===== src/rtl/blur_stream_ctrl_pkg.sv =====
// Shared types and default geometry for the blur stream sequencer.
// Frame sizes, beat-counter width and the frame FSM encoding.
package blur_pkg;

  localparam int DW    = 8;
  localparam int IN_W  = 258;
  localparam int IN_H  = 258;
  localparam int OUT_W = 256;
  localparam int OUT_H = 256;

  localparam int IN_PIX  = IN_W * IN_H;
  localparam int OUT_PIX = OUT_W * OUT_H;

  function automatic int cnt_w(int a, int b);
    return $clog2(((a > b) ? a : b) + 1);
  endfunction

  localparam int CW = cnt_w(IN_PIX, OUT_PIX);

  typedef enum logic [1:0] {
    IDLE  = 2'd0,
    RUN   = 2'd1,
    DRAIN = 2'd2,
    DONE  = 2'd3
  } state_t;

endpackage


===== src/rtl/blur_stream_ctrl_if.sv =====
// Valid/ready/last stream bundle used on all four sides
// of the blur sequencer.
interface blur_stream_if #(
  parameter int DW = 8
);
  logic [DW-1:0] data;
  logic          valid;
  logic          ready;
  logic          last;

  modport master (
    output data,
    output valid,
    output last,
    input  ready
  );

  modport slave (
    input  data,
    input  valid,
    input  last,
    output ready
  );
endinterface


===== src/rtl/blur_stream_ctrl_gate.sv =====
// One gated stream: passes LIMIT beats while busy, counts them,
// regenerates last and flags a disagreeing upstream last.
module blur_beat_gate #(
  parameter int LIMIT = 16,
  parameter int CW    = 5
) (
  input  logic          clk,
  input  logic          reset,
  input  logic          busy,
  input  logic          clr,
  blur_stream_if.slave  up,
  blur_stream_if.master dn,
  output logic          fin,
  output logic          full,
  output logic          err
);

  localparam logic [CW-1:0] LIM  = CW'(LIMIT);
  localparam logic [CW-1:0] LAST = CW'(LIMIT - 1);

  logic [CW-1:0] cnt;
  logic          open;
  logic          fire;

  assign open     = busy && (cnt < LIM);
  assign dn.data  = up.data;
  assign dn.valid = up.valid & open;
  assign up.ready = dn.ready & open;
  assign dn.last  = open && (cnt == LAST);
  assign fire     = up.valid & up.ready;
  assign fin      = fire & dn.last;
  assign full     = (cnt == LIM);

  always_ff @(posedge clk) begin
    if (reset) begin
      cnt <= '0;
      err <= 1'b0;
    end else if (clr) begin
      cnt <= '0;
      err <= 1'b0;
    end else if (fire) begin
      cnt <= cnt + CW'(1);
      if (up.last != dn.last) err <= 1'b1;
    end
  end

endmodule


===== src/rtl/blur_stream_ctrl.sv =====
// Frame sequencer between pixel source/sink and the blur accelerator.
// Optional busy-cycle counter: define BLUR_STREAM_CTRL_PERF_EN.
module blur_stream_ctrl #(
  parameter int DW    = blur_pkg::DW,
  parameter int IN_W  = blur_pkg::IN_W,
  parameter int IN_H  = blur_pkg::IN_H,
  parameter int OUT_W = blur_pkg::OUT_W,
  parameter int OUT_H = blur_pkg::OUT_H
) (
  input  logic          clk,
  input  logic          reset,
  input  logic          start,
  output logic          busy,
  output logic          done,
  output logic          err_in_last,
  output logic          err_out_last,
  output logic [15:0]   frames,
  output logic [31:0]   perf_cycles,
  blur_stream_if.slave  s,
  blur_stream_if.master a,
  blur_stream_if.slave  r,
  blur_stream_if.master m
);
  import blur_pkg::*;

  localparam int NIN  = IN_W * IN_H;
  localparam int NOUT = OUT_W * OUT_H;
  localparam int NCW  = cnt_w(NIN, NOUT);

  state_t state, state_nx;
  logic   clr;
  logic   in_fin, in_full;
  logic   out_fin, out_full;

  blur_beat_gate #(.LIMIT(NIN), .CW(NCW)) u_in (
    .clk   (clk),
    .reset (reset),
    .busy  (busy),
    .clr   (clr),
    .up    (s),
    .dn    (a),
    .fin   (in_fin),
    .full  (in_full),
    .err   (err_in_last)
  );

  blur_beat_gate #(.LIMIT(NOUT), .CW(NCW)) u_out (
    .clk   (clk),
    .reset (reset),
    .busy  (busy),
    .clr   (clr),
    .up    (r),
    .dn    (m),
    .fin   (out_fin),
    .full  (out_full),
    .err   (err_out_last)
  );

  always_ff @(posedge clk) begin
    if (reset) state <= IDLE;
    else       state <= state_nx;
  end

  // Early-finished output is tolerated: completion then hinges on input.
  always_comb begin
    state_nx = state;
    clr      = 1'b0;
    unique case (state)
      IDLE: begin
        if (start) begin
          state_nx = RUN;
          clr      = 1'b1;
        end
      end
      RUN: begin
        if (in_fin)
          state_nx = (out_fin || out_full) ? DONE : DRAIN;
      end
      DRAIN: begin
        if (out_fin || (out_full && in_full))
          state_nx = DONE;
      end
      DONE:    state_nx = IDLE;
      default: state_nx = IDLE;
    endcase
  end

  assign busy = (state == RUN) || (state == DRAIN);
  assign done = (state == DONE);

  always_ff @(posedge clk) begin
    if (reset)     frames <= '0;
    else if (done) frames <= frames + 16'd1;
  end

`ifdef BLUR_STREAM_CTRL_PERF_EN
  logic [31:0] perf_q;

  always_ff @(posedge clk) begin
    if (reset)
      perf_q <= '0;
    else if (clr)
      perf_q <= '0;
    else if (busy && (perf_q != 32'hFFFF_FFFF))
      perf_q <= perf_q + 32'd1;
  end

  assign perf_cycles = perf_q;
`else
  assign perf_cycles = '0;
`endif

endmodule


===== src/flat_wrapper.sv =====
// flat-port wrapper written by rule: the top's interface ports become plain ports
module blur_stream_ctrl_flat import blur_pkg::*;
#(
  parameter int DW    = blur_pkg::DW,
  parameter int IN_W  = blur_pkg::IN_W,
  parameter int IN_H  = blur_pkg::IN_H,
  parameter int OUT_W = blur_pkg::OUT_W,
  parameter int OUT_H = blur_pkg::OUT_H
)
  (clk, reset, start, busy, done, err_in_last, err_out_last, frames, perf_cycles, s_data, s_valid, s_last, s_ready, a_data, a_valid, a_last, a_ready, r_data, r_valid, r_last, r_ready, m_data, m_valid, m_last, m_ready);
  blur_stream_if #(.DW(DW)) s_i ();
  blur_stream_if #(.DW(DW)) a_i ();
  blur_stream_if #(.DW(DW)) r_i ();
  blur_stream_if #(.DW(DW)) m_i ();
  input  logic clk;
  input  logic reset;
  input  logic start;
  output logic busy;
  output logic done;
  output logic err_in_last;
  output logic err_out_last;
  output logic [15:0] frames;
  output logic [31:0] perf_cycles;
  input wire logic [$bits(s_i.data)-1:0] s_data;
  input wire logic [$bits(s_i.valid)-1:0] s_valid;
  input wire logic [$bits(s_i.last)-1:0] s_last;
  output wire logic [$bits(s_i.ready)-1:0] s_ready;
  output wire logic [$bits(a_i.data)-1:0] a_data;
  output wire logic [$bits(a_i.valid)-1:0] a_valid;
  output wire logic [$bits(a_i.last)-1:0] a_last;
  input wire logic [$bits(a_i.ready)-1:0] a_ready;
  input wire logic [$bits(r_i.data)-1:0] r_data;
  input wire logic [$bits(r_i.valid)-1:0] r_valid;
  input wire logic [$bits(r_i.last)-1:0] r_last;
  output wire logic [$bits(r_i.ready)-1:0] r_ready;
  output wire logic [$bits(m_i.data)-1:0] m_data;
  output wire logic [$bits(m_i.valid)-1:0] m_valid;
  output wire logic [$bits(m_i.last)-1:0] m_last;
  input wire logic [$bits(m_i.ready)-1:0] m_ready;
  assign s_i.data = s_data;
  assign s_i.valid = s_valid;
  assign s_i.last = s_last;
  assign s_ready = s_i.ready;
  assign a_data = a_i.data;
  assign a_valid = a_i.valid;
  assign a_last = a_i.last;
  assign a_i.ready = a_ready;
  assign r_i.data = r_data;
  assign r_i.valid = r_valid;
  assign r_i.last = r_last;
  assign r_ready = r_i.ready;
  assign m_data = m_i.data;
  assign m_valid = m_i.valid;
  assign m_last = m_i.last;
  assign m_i.ready = m_ready;
  blur_stream_ctrl #(.DW(DW), .IN_W(IN_W), .IN_H(IN_H), .OUT_W(OUT_W), .OUT_H(OUT_H)) u_core (.clk(clk), .reset(reset), .start(start), .busy(busy), .done(done), .err_in_last(err_in_last), .err_out_last(err_out_last), .frames(frames), .perf_cycles(perf_cycles), .s(s_i), .a(a_i), .r(r_i), .m(m_i));
endmodule

===== config.mk =====
export PLATFORM = sky130hd
export DESIGN_NAME = blur_stream_ctrl_flat
export DESIGN_NICKNAME = d
export VERILOG_FILES = /design/src/rtl/blur_stream_ctrl_pkg.sv /design/src/rtl/blur_stream_ctrl_if.sv /design/src/rtl/blur_stream_ctrl_gate.sv /design/src/rtl/blur_stream_ctrl.sv /design/src/flat_wrapper.sv
export SDC_FILE = /design/constraint.sdc
export NUM_CORES = 1
export LEC_CHECK = 0
export ABC_AREA = 1
export CORE_ASPECT_RATIO = 0.9
export CORE_MARGIN = 3
export CORE_UTILIZATION = 45
export DETAILED_ROUTE_END_ITERATION = 8
export PLACE_DENSITY = 0.78
export SLEW_MARGIN = 0
export SYNTH_ARGS = -nofsm -noshare
export SYNTH_HDL_FRONTEND = slang
export SYNTH_HIERARCHICAL = 1
export SYNTH_SLANG_ARGS = --single-unit

===== constraint.sdc =====
create_clock -name clk -period 1.9 [get_ports clk]
set_clock_uncertainty 0.1 [all_clocks]
set_input_delay 0.19 -clock clk [delete_from_list [all_inputs] [get_ports clk]]
set_output_delay 0.19 -clock clk [all_outputs]
set_load 0.01 [all_outputs]

# [After elaboration in Yosys (flattened, before gate mapping)]
# Cells that the tools add are included.
[word_totals] register_bits=54 input_bits=25 out_inout_bits=74
[op_classes] n_addsub=3 n_lt_le_gt_ge=2 n_eq_ne=12 muxes=7 n_bitwise=8 reduce_logical=13
[op_table] operator="$eq A17 B17 Y1 const B" n=3
[op_table] operator="$add A17 B1 Y17 const B" n=2
[op_table] operator="$lt A17 B17 Y1 const B" n=2
[op_table] operator="$eq A17 B16 Y1 const B" n=1
[op_table] operator="$add A16 B1 Y16 const B" n=1
[op_table] operator="$and A1 B1 Y1" n=8
[op_table] operator="$pmux W2 S4" n=1
[op_table] operator="$mux W2" n=3
[op_table] operator="$logic_and A1 B1 Y1" n=5
[op_table] operator="$eq A2 B2 Y1 const B" n=2
[op_table] operator="$ne A2 B1 Y1 const B" n=2
[op_table] operator="$reduce_and A2 Y1" n=2
[op_table] operator="$logic_or A1 B1 Y1" n=3
[op_table] operator="$mux W1" n=3
[op_table] operator="$reduce_and A3 Y1" n=1
[op_table] operator="$eq A2 B1 Y1 const B" n=1
[op_table] operator="$logic_not A2 Y1" n=1
[op_table] operator="$ne A1 B1 Y1" n=2
[op_table] operator="$ne A2 B2 Y1 const B" n=1
[op_table] operator="$reduce_or A2 Y1" n=1

# [Depth between registers and ports, before layout]
[depth] depth_word=10 ltp_mapped=15 ltp_nobuf=14

# [Cells and area by module]
# The synthesis kept the hierarchy.
[modules_own_cells] module="blur_beat_gate at u_core.u_in" instances=1 cells_each=198 area_per_inst_um2=1377.6 seq_area_each_um2=360.3
[modules_own_cells] module="blur_stream_ctrl" instances=1 cells_each=173 area_per_inst_um2=1213.7 seq_area_each_um2=360.3
[modules_own_cells] module="blur_beat_gate at u_core.u_out" instances=1 cells_each=170 area_per_inst_um2=1107.3 seq_area_each_um2=360.3

# [Worst setup path before layout]
# No wires, ideal clock.
[synth_path] kind="register to register" start="reg u_core.state[0]" end="reg u_core.state[0]" setup_time_ns=0.112 t_arrival_ns=2.039 required_ns=1.688 path_slack_ns=-0.350 stages_incl_launch_ff=13 path_buffers=1 period_less_slack_ns=2.250 cell_sequence="dfxtp_1 > inv_1 > ha_1 > nand3_1 > nor3_2 > nand2_2 > buf_4 > nor2_1 > o21ai_0 > inv_1 > nand2_1 > nor2_1 > nor2_1"
[synth_lines] item="from (decl)" line_no="blur_stream_ctrl.sv:30" text="state_t state, state_nx;"
[synth_lines] item="from (signal assigned)" line_no="blur_stream_ctrl.sv:61" text="else state <= state_nx;"
[synth_lines] item="$eq A2 B1 Y1 / $eq A2 B2 Y1 (equally long branches)" line_no="blur_stream_ctrl.sv:88" text="assign busy = (state == RUN) || (state == DRAIN);"
[synth_lines] item="$logic_or A1 B1 Y1 *" line_no="blur_stream_ctrl.sv:88"
[synth_lines] item="named net busy" line_no="flat_wrapper.sv:18" text="output logic busy;"
[synth_lines] item="$logic_and A1 B1 Y1 *" line_no="blur_stream_ctrl_gate.sv:25" text="assign open = busy && (cnt < LIM);"
[synth_lines] item="$and A1 B1 Y1 *" line_no="blur_stream_ctrl_gate.sv:28" text="assign up.ready = dn.ready & open;"
[synth_lines] item="named net s_ready" line_no="flat_wrapper.sv:27" text="output wire logic [$bits(s_i.ready)-1:0] s_ready;"
[synth_lines] item="$and A1 B1 Y1 *" line_no="blur_stream_ctrl_gate.sv:30" text="assign fire = up.valid & up.ready;"
[synth_lines] item="$and A1 B1 Y1 *" line_no="blur_stream_ctrl_gate.sv:31" text="assign fin = fire & dn.last;"
[synth_lines] item="named net u_core.in_fin" line_no="blur_stream_ctrl.sv:32" text="logic in_fin, in_full;"
[synth_lines] item="$ne A2 B1 Y1 (no line) *"
[synth_lines] item="$reduce_and A3 Y1 (no line) *"
# The timed path passes the listed nets; every way through them passes the cells marked *. The select of a mux whose other input is x is not followed.
# A chain may end at the register's enable or synchronous reset.

# [Final worst setup path]
[layout_path] start="reg u_core.u_out.cnt[1]" end="reg u_core.state[0]"
[layout_via] elab_chain_len=9
[layout_rtl] item="from (decl)" line_no="blur_stream_ctrl_gate.sv:21" text="logic [CW-1:0] cnt;"
[layout_rtl] item="from (signal assigned)" line_no="blur_stream_ctrl_gate.sv:42" text="cnt <= cnt + CW'(1);"
[layout_rtl] item="$lt A17 B17 Y1" line_no="blur_stream_ctrl_gate.sv:25"
[layout_rtl] item="$logic_and A1 B1 Y1" line_no="blur_stream_ctrl_gate.sv:25"
[layout_rtl] item="$and A1 B1 Y1" line_no="blur_stream_ctrl_gate.sv:28"
[layout_rtl] item="$and A1 B1 Y1" line_no="blur_stream_ctrl_gate.sv:30"
[layout_rtl] item="$and A1 B1 Y1 *" line_no="blur_stream_ctrl_gate.sv:31"
[layout_rtl] item="named net u_core.out_fin" line_no="blur_stream_ctrl.sv:33" text="logic out_fin, out_full;"
[layout_rtl] item="$logic_or A1 B1 Y1" line_no="blur_stream_ctrl.sv:77" text="state_nx = (out_fin || out_full) ? DONE : DRAIN;"
[layout_rtl] item="$mux W1" line_no="blur_stream_ctrl.sv:77"
[layout_rtl] item="$mux W2" line_no="blur_stream_ctrl.sv:76" text="if (in_fin)"
[layout_rtl] item="$pmux W2 S4" line_no="blur_stream_ctrl.sv:68" text="unique case (state)"
# Marks and branches as above.

==> impl_metrics.json <==
{
  "outcome": "finished, final reports clean",
  "drive_gt1_share_pct": 28.20,
  "htreeDepth": 2,
  "reg2reg_depth": 15,
  "fin_crit_ns": 1.883,
  "min_period_over_period_pct": 99.10,
  "first_pass_iters": 5,
  "cp-end-kind": "register",
  "ir_worst_vdd_v": 0.0004338,
  "met1Wirelength_mm": 3.834,
  "final_common_cell": "nand2_1",
  "ys_ff_latch": 54,
  "diodes": 0,
  "hold_path_end": "a_data[0]",
  "dr_wl_met3_um": 535,
  "detail_route.wl_per_cell_um": 12.08,
  "hold_buffers": 0,
  "syn2layout_area_growth_pct": 25.17,
  "critPathArrivalTime_ns": 2.05,
  "viasPerCell": 4.899,
  "min-delay-start": "s_data[0]",
  "port_buffers": 34,
  "postPlaceCellArea_um2": 4307,
  "powerDensity_nw_per_um2": 664.4,
  "num_rows": 30,
  "routed_wl_mm": 8.616,
  "fin_ws_ns": 0.01710,
  "dieArea_um2": 9344,
  "whs_path_depth": 0,
  "final-max-slew-violation-count": 0,
  "path_buf_inv": 3,
  "antenna_found_initial": 0,
  "slowest_stage": "dfxtp_2",
  "grt_max_degree": 19,
  "fmax_mhz": 531.1,
  "cts_root_buf": "clkbuf_8",
  "mostFrequentLayoutCells": "109 x nand2_1, 64 x nor2_1, 53 x buf_4, 48 x inv_1, 45 x dfxtp_1",
  "cp_common_cell": "nand2_2",
  "crit_family": "simple AND/OR/NAND/NOR gates",
  "required_ns": 2.07,
  "cts_buffers": 5,
  "place_hpwl_mm": 6.191,
  "fill_cells": 688,
  "avgSynthCellArea_um2": 6.837,
  "final_area_um2": 4629,
  "path_cells": "ha_4, inv_2, nor2_4, nand2_2, nor2_2, ha_2, inv_2, buf_4, nor2_4, a21oi_2, nand2_1, nand2_2, nand2_2, nand2_1, nor2_1",
  "grt-ovfl-total": 0,
  "core_um2": 7770,
  "synth-warning-count": 6,
  "path_class": "reg -> reg",
  "seqCellArea_um2": 1095,
  "synth_top_area_share_pct": 29.23,
  "route.vias.total": 3493,
  "wl_met2_mm": 4.082,
  "cts_tree": "yes",
  "p_leak_uw": 0.001879,
  "grt_first_pass_wirelength_mm": 13.65,
  "drc": 0,
  "drt_first_iter_violations": 190,
  "grt_setup_unrepaired": "true",
  "die_width_um": 101.6,
  "nNetsFinal": 652,
  "setup_viol": 0,
  "yosysUniqueCellTypes": 37,
  "finalHoldViolCount": 0,
  "post-route-util_pct": 59.58,
  "rrSetupSlack_ns": 0.02,
  "syn_area_um2": 3699,
  "ys_seq_area_share_pct": 29.23,
  "synth.largest_area_cell": "dfxtp_1",
  "multi_input_area_um2": 2240,
  "insertion_delay_ns": 0.32,
  "drtAntennaViolNets": 0,
  "slowest_delay_ns": 0.36,
  "clk_pin_slew_ns": 0.11,
  "synthCells": 541,
  "cp-start-kind": "register",
  "synthTopCellsByArea": "dfxtp_1 29%, nand2_1 12%, buf_4 10%",
  "reg2reg_to": "u_core/state[0]",
  "cts_max_path_buffers": 2,
  "r2r-start": "u_core/u_out/cnt[1]",
  "clock_sinks": 54,
  "die_h_um": 92.01,
  "dr.max_layer_used": "met4",
  "cp_max_fo": 3,
  "min_path_type": "in -> out",
  "post-place-ws_ns": -0.1564,
  "gp_congestion": 0.9036,
  "grt_pass1_vias": 3091,
  "start_util_pct": 47.60,
  "max-cap-violations": 0,
  "grtUsageTotal_pct": 17.58,
  "ios": 99
}
## power by group
part | internal, µW | total [µW] | switching [µW]
combinational | 503 | 1190 | 688
clock | 267 | 684 | 417
sequential | 1170 | 1200 | 29.1
total | 1940 | 3080 | 1130
## worst max-delay path by stage
stage,slack (ns),endpoint,cells after the start,start
5_1_grt,-0.09,u_core/state[0],15,u_core/u_out/cnt[1]
3_5_place_dp,-0.16,m_last,9,u_core/u_out/cnt[0]
3_3_place_gp,-0.11,m_last,9,u_core/u_out/cnt[0]
6_report,0.02,u_core/state[0],15,u_core/u_out/cnt[1]
2_1_floorplan,-0.07,u_core/state[0],13,u_core/state[0]
4_1_cts,-0.02,a_last,9,u_core/u_in/cnt[12]
## what timing repair did
action                                  4_1_cts  5_1_grt
pin swaps                                     6       36
endpoints found under the setup margin       10       19
cloned                                        0        2
gates resized for setup                      38       46
setup buffers                                 0        2
## synthesized netlist by cell type (all sizes together)
| cell type | number |
|---|---|
| or2 | 1 |
| ha | 11 |
| nor4 | 4 |
| and2 | 1 |
| a31oi | 1 |
| a21oi | 39 |
| buf | 56 |
| nand4 | 5 |
| nor2 | 91 |
| nand3b | 1 |
| a211oi | 1 |
| xnor2 | 4 |
| xor2 | 13 |
| inv | 59 |
| o21ai | 9 |
| conb | 1 |
| nor3 | 15 |
| nand3 | 34 |
| clkbuf | 3 |
| dfxtp | 54 |
| o21bai | 1 |
| o211ai | 1 |
| nand2 | 134 |
| a21o | 2 |
## per-layer routing
metal | vias up | global-route usage (%)
met5 | - | 0
met4 | 0 | 5.205
met3 | 21 | 3.042
met2 | 126 | 28.92
met1 | 1571 | 23.40
li1 | 1775 | -
## cell families after synthesis
| group | count (synthesis) | share of synthesized area, % |
|---|---|---|
| AOI/OAI and AO/OA | 54 | 8.999 |
| DFF | 54 | 29.23 |
| and+or+nand+nor | 286 | 35.76 |
| buffers and inverters | 118 | 18.17 |
| xor gates and xnor gates | 17 | 4.026 |
| other | 1 | 0.1014 |
| adders and majority gates | 11 | 3.721 |
## metrics by stage
stage / setup TNS (ns) / power [µW] / hold slack [ns] / std cells
2_1_floorplan: -0.1336 / 1976 / 0.1517 / 572
3_3_place_gp: -0.1664 / 2261 / 0.2801 / 701
3_5_place_dp: -0.3445 / 2283 / 0.2801 / 701
4_1_cts: -0.02726 / 2973 / 0.2801 / 709
5_1_grt: -0.5775 / 3248 / 0.2800 / 713
6_report: 0 / 3076 / 0.2800 / 713
## final cells by class
type	count	area share (%)
multi-input cells	400	48.38
flip-flops and latches	54	23.65
repair buffers	96	18.57
inverters	59	4.784
well taps	96	2.595
clock buffers	5	1.486
clock inverters	3	0.5405
## sequential cells by signal (all words and copies together) (netlist names)
name and cells:
u_core/frames 16, u_core/state 2, u_core/u_in/err 1, u_core/u_out/err 1, u_core/u_in/cnt 17, u_core/u_out/cnt 17
No activity file was read; power rests on OpenSTA's default activity.
==> patch (config.mk and constraints unchanged) <==
`DW` is set to 8 in 2 places; all go to 10.
--- a/src/rtl/blur_stream_ctrl_pkg.sv
+++ b/src/rtl/blur_stream_ctrl_pkg.sv
@@ -2,7 +2,7 @@
 // Frame sizes, beat-counter width and the frame FSM encoding.
 package blur_pkg;
 
-  localparam int DW    = 8;
+  localparam int DW    = 10;
   localparam int IN_W  = 258;
   localparam int IN_H  = 258;
   localparam int OUT_W = 256;
--- a/src/rtl/blur_stream_ctrl_if.sv
+++ b/src/rtl/blur_stream_ctrl_if.sv
@@ -1,7 +1,7 @@
 // Valid/ready/last stream bundle used on all four sides
 // of the blur sequencer.
 interface blur_stream_if #(
-  parameter int DW = 8
+  parameter int DW = 10
 );
   logic [DW-1:0] data;
   logic          valid;
Interface: changed (resized a_data, m_data, r_data and s_data); port bits go from 99 to 107. No check against the original RTL was run, so the function may have changed too.
==> patch against the unedited design <==
The run now ends with setup timing left. Worst hold slack is the same. Synthesized cell count rose by 0.74%. Combinational power increased by 21%. Non-clock buffer count is 18 higher. Synthesized area is 0.81% higher. First-iteration DRC count up 13%. Worst setup slack lost 61 ps. Global-route usage increased by 0.70 points. Final cell count rose by 2.7%. Routed wire length increased by 9.1%. Sequential cell count unchanged. Power up 8.1%. Final area is 5.8% higher. Largest cell class unchanged. Highest routed layer unchanged.
==> patch: results (changes against the unedited design) <==
[global_route]
grt_use_total_pct = 18.3  ; +0.70 points
met3_usage_pct = 2.41  ; -0.63 points
grt_pass1_wl_um = 14300  ; +4.6%

[pwr]
leakagePower_uw = 0.00203  ; +8.3%
p_comb_share_pct = 43.2  ; +4.5 points
irDropWorstVdd_v = 0.000461  ; +6.2%
p_sw_share_pct = 36.2  ; -0.63 points
p_per_area_nw_per_um2 = 679  ; +2.1%

[clock_network]
post-cts-setup-buffers = 10  ; +10
ctsResizeCount = 51  ; +34%

[placement]
pre_cts_ws_ps = -180  ; -23.5 ps
place_area_um2 = 4320  ; +0.35%
gp_congestion = 0.864  ; -4.4%
dp.final_hpwl_um = 6340  ; +2.5%
dp_cells = 703  ; +0.29%

[route]
met2_length_um = 4600  ; +13%
met1_length_um = 4100  ; +6.8%
dr_total_vias = 3630  ; +3.9%

[worst_setup_path]
rrSetupSlack_ps = 0  ; -20 ps
crit_path_start = u_core/u_in/cnt[15]
crit_path_max_incr_delay_ps = 340  ; -20 ps
crit_end = s_ready
cp_common_cell = buf_6

[cells_and_area]
seq_cell_count = 54  ; unchanged
fill_cells = 649  ; -5.7%
final_core_util_pct = 62.7  ; +3.1 points
comb.multi_input.count = 401  ; +0.25%
buffer_area_share_pct = 21.0  ; +2.4 points
drive_gt1_share_pct = 32.9  ; +4.7 points
seq_share_pct = 22.4  ; -1.2 points
layout.cells.non_filler = 732  ; +2.7%

[timing]
timing.final.ws_setup_ps = -43.6  ; -60.7 ps
tns_ps = -50.1  ; -50.1 ps
finalSetupViolCount = 3  ; +3

[synthesis]
yosysSeqAreaShare_pct = 29.0  ; -0.24 points
synthTopCellsByCount = 117 x nand2_1, 76 x nor2_1, 56 x inv_1, 54 x buf_4, 54 x dfxtp_1

[run_status]
violations = setup timing
status = finished, violations left

-- patch: cell types whose count changed in the layout (fill, tap and decap cells not counted), sizes merged --
cell	change
dlygate4sd2	-1
nor2	+1
clkbuf	-3
buf	+21
clkinvlp	-1
clkdlybuf4s15	+1
inv	+1
-- patch: logic make-up after synthesis --
kind of cell | synth area share, %
AOI/OAI and AO/OA | 8.93
adders and majority gates | 3.69
other | 0.101
and+or+nand+nor | 35.5
DFF | 29.0
xor gates and xnor gates | 3.99
buffers and inverters | 18.8
-- patch: how the worst min path moves through the flow --
stage,startpoint,endpoint,cells after the start
5_1_grt,s_data[0],a_data[0],0
4_1_cts,s_data[4],a_data[4],0
3_5_place_dp,s_data[4],a_data[4],0
2_1_floorplan,reset,u_core/state[1],1
3_3_place_gp,s_data[4],a_data[4],0
6_report,s_data[0],a_data[0],0
-- patch: worst max-delay path: cells and delay by family (launching register included) --
| family | cells | cell delay [ps] |
|---|---|---|
| buffers and inverters | 4 | 420 |
| and+or+nand+nor | 5 | 590 |
| DFF | 1 | 340 |
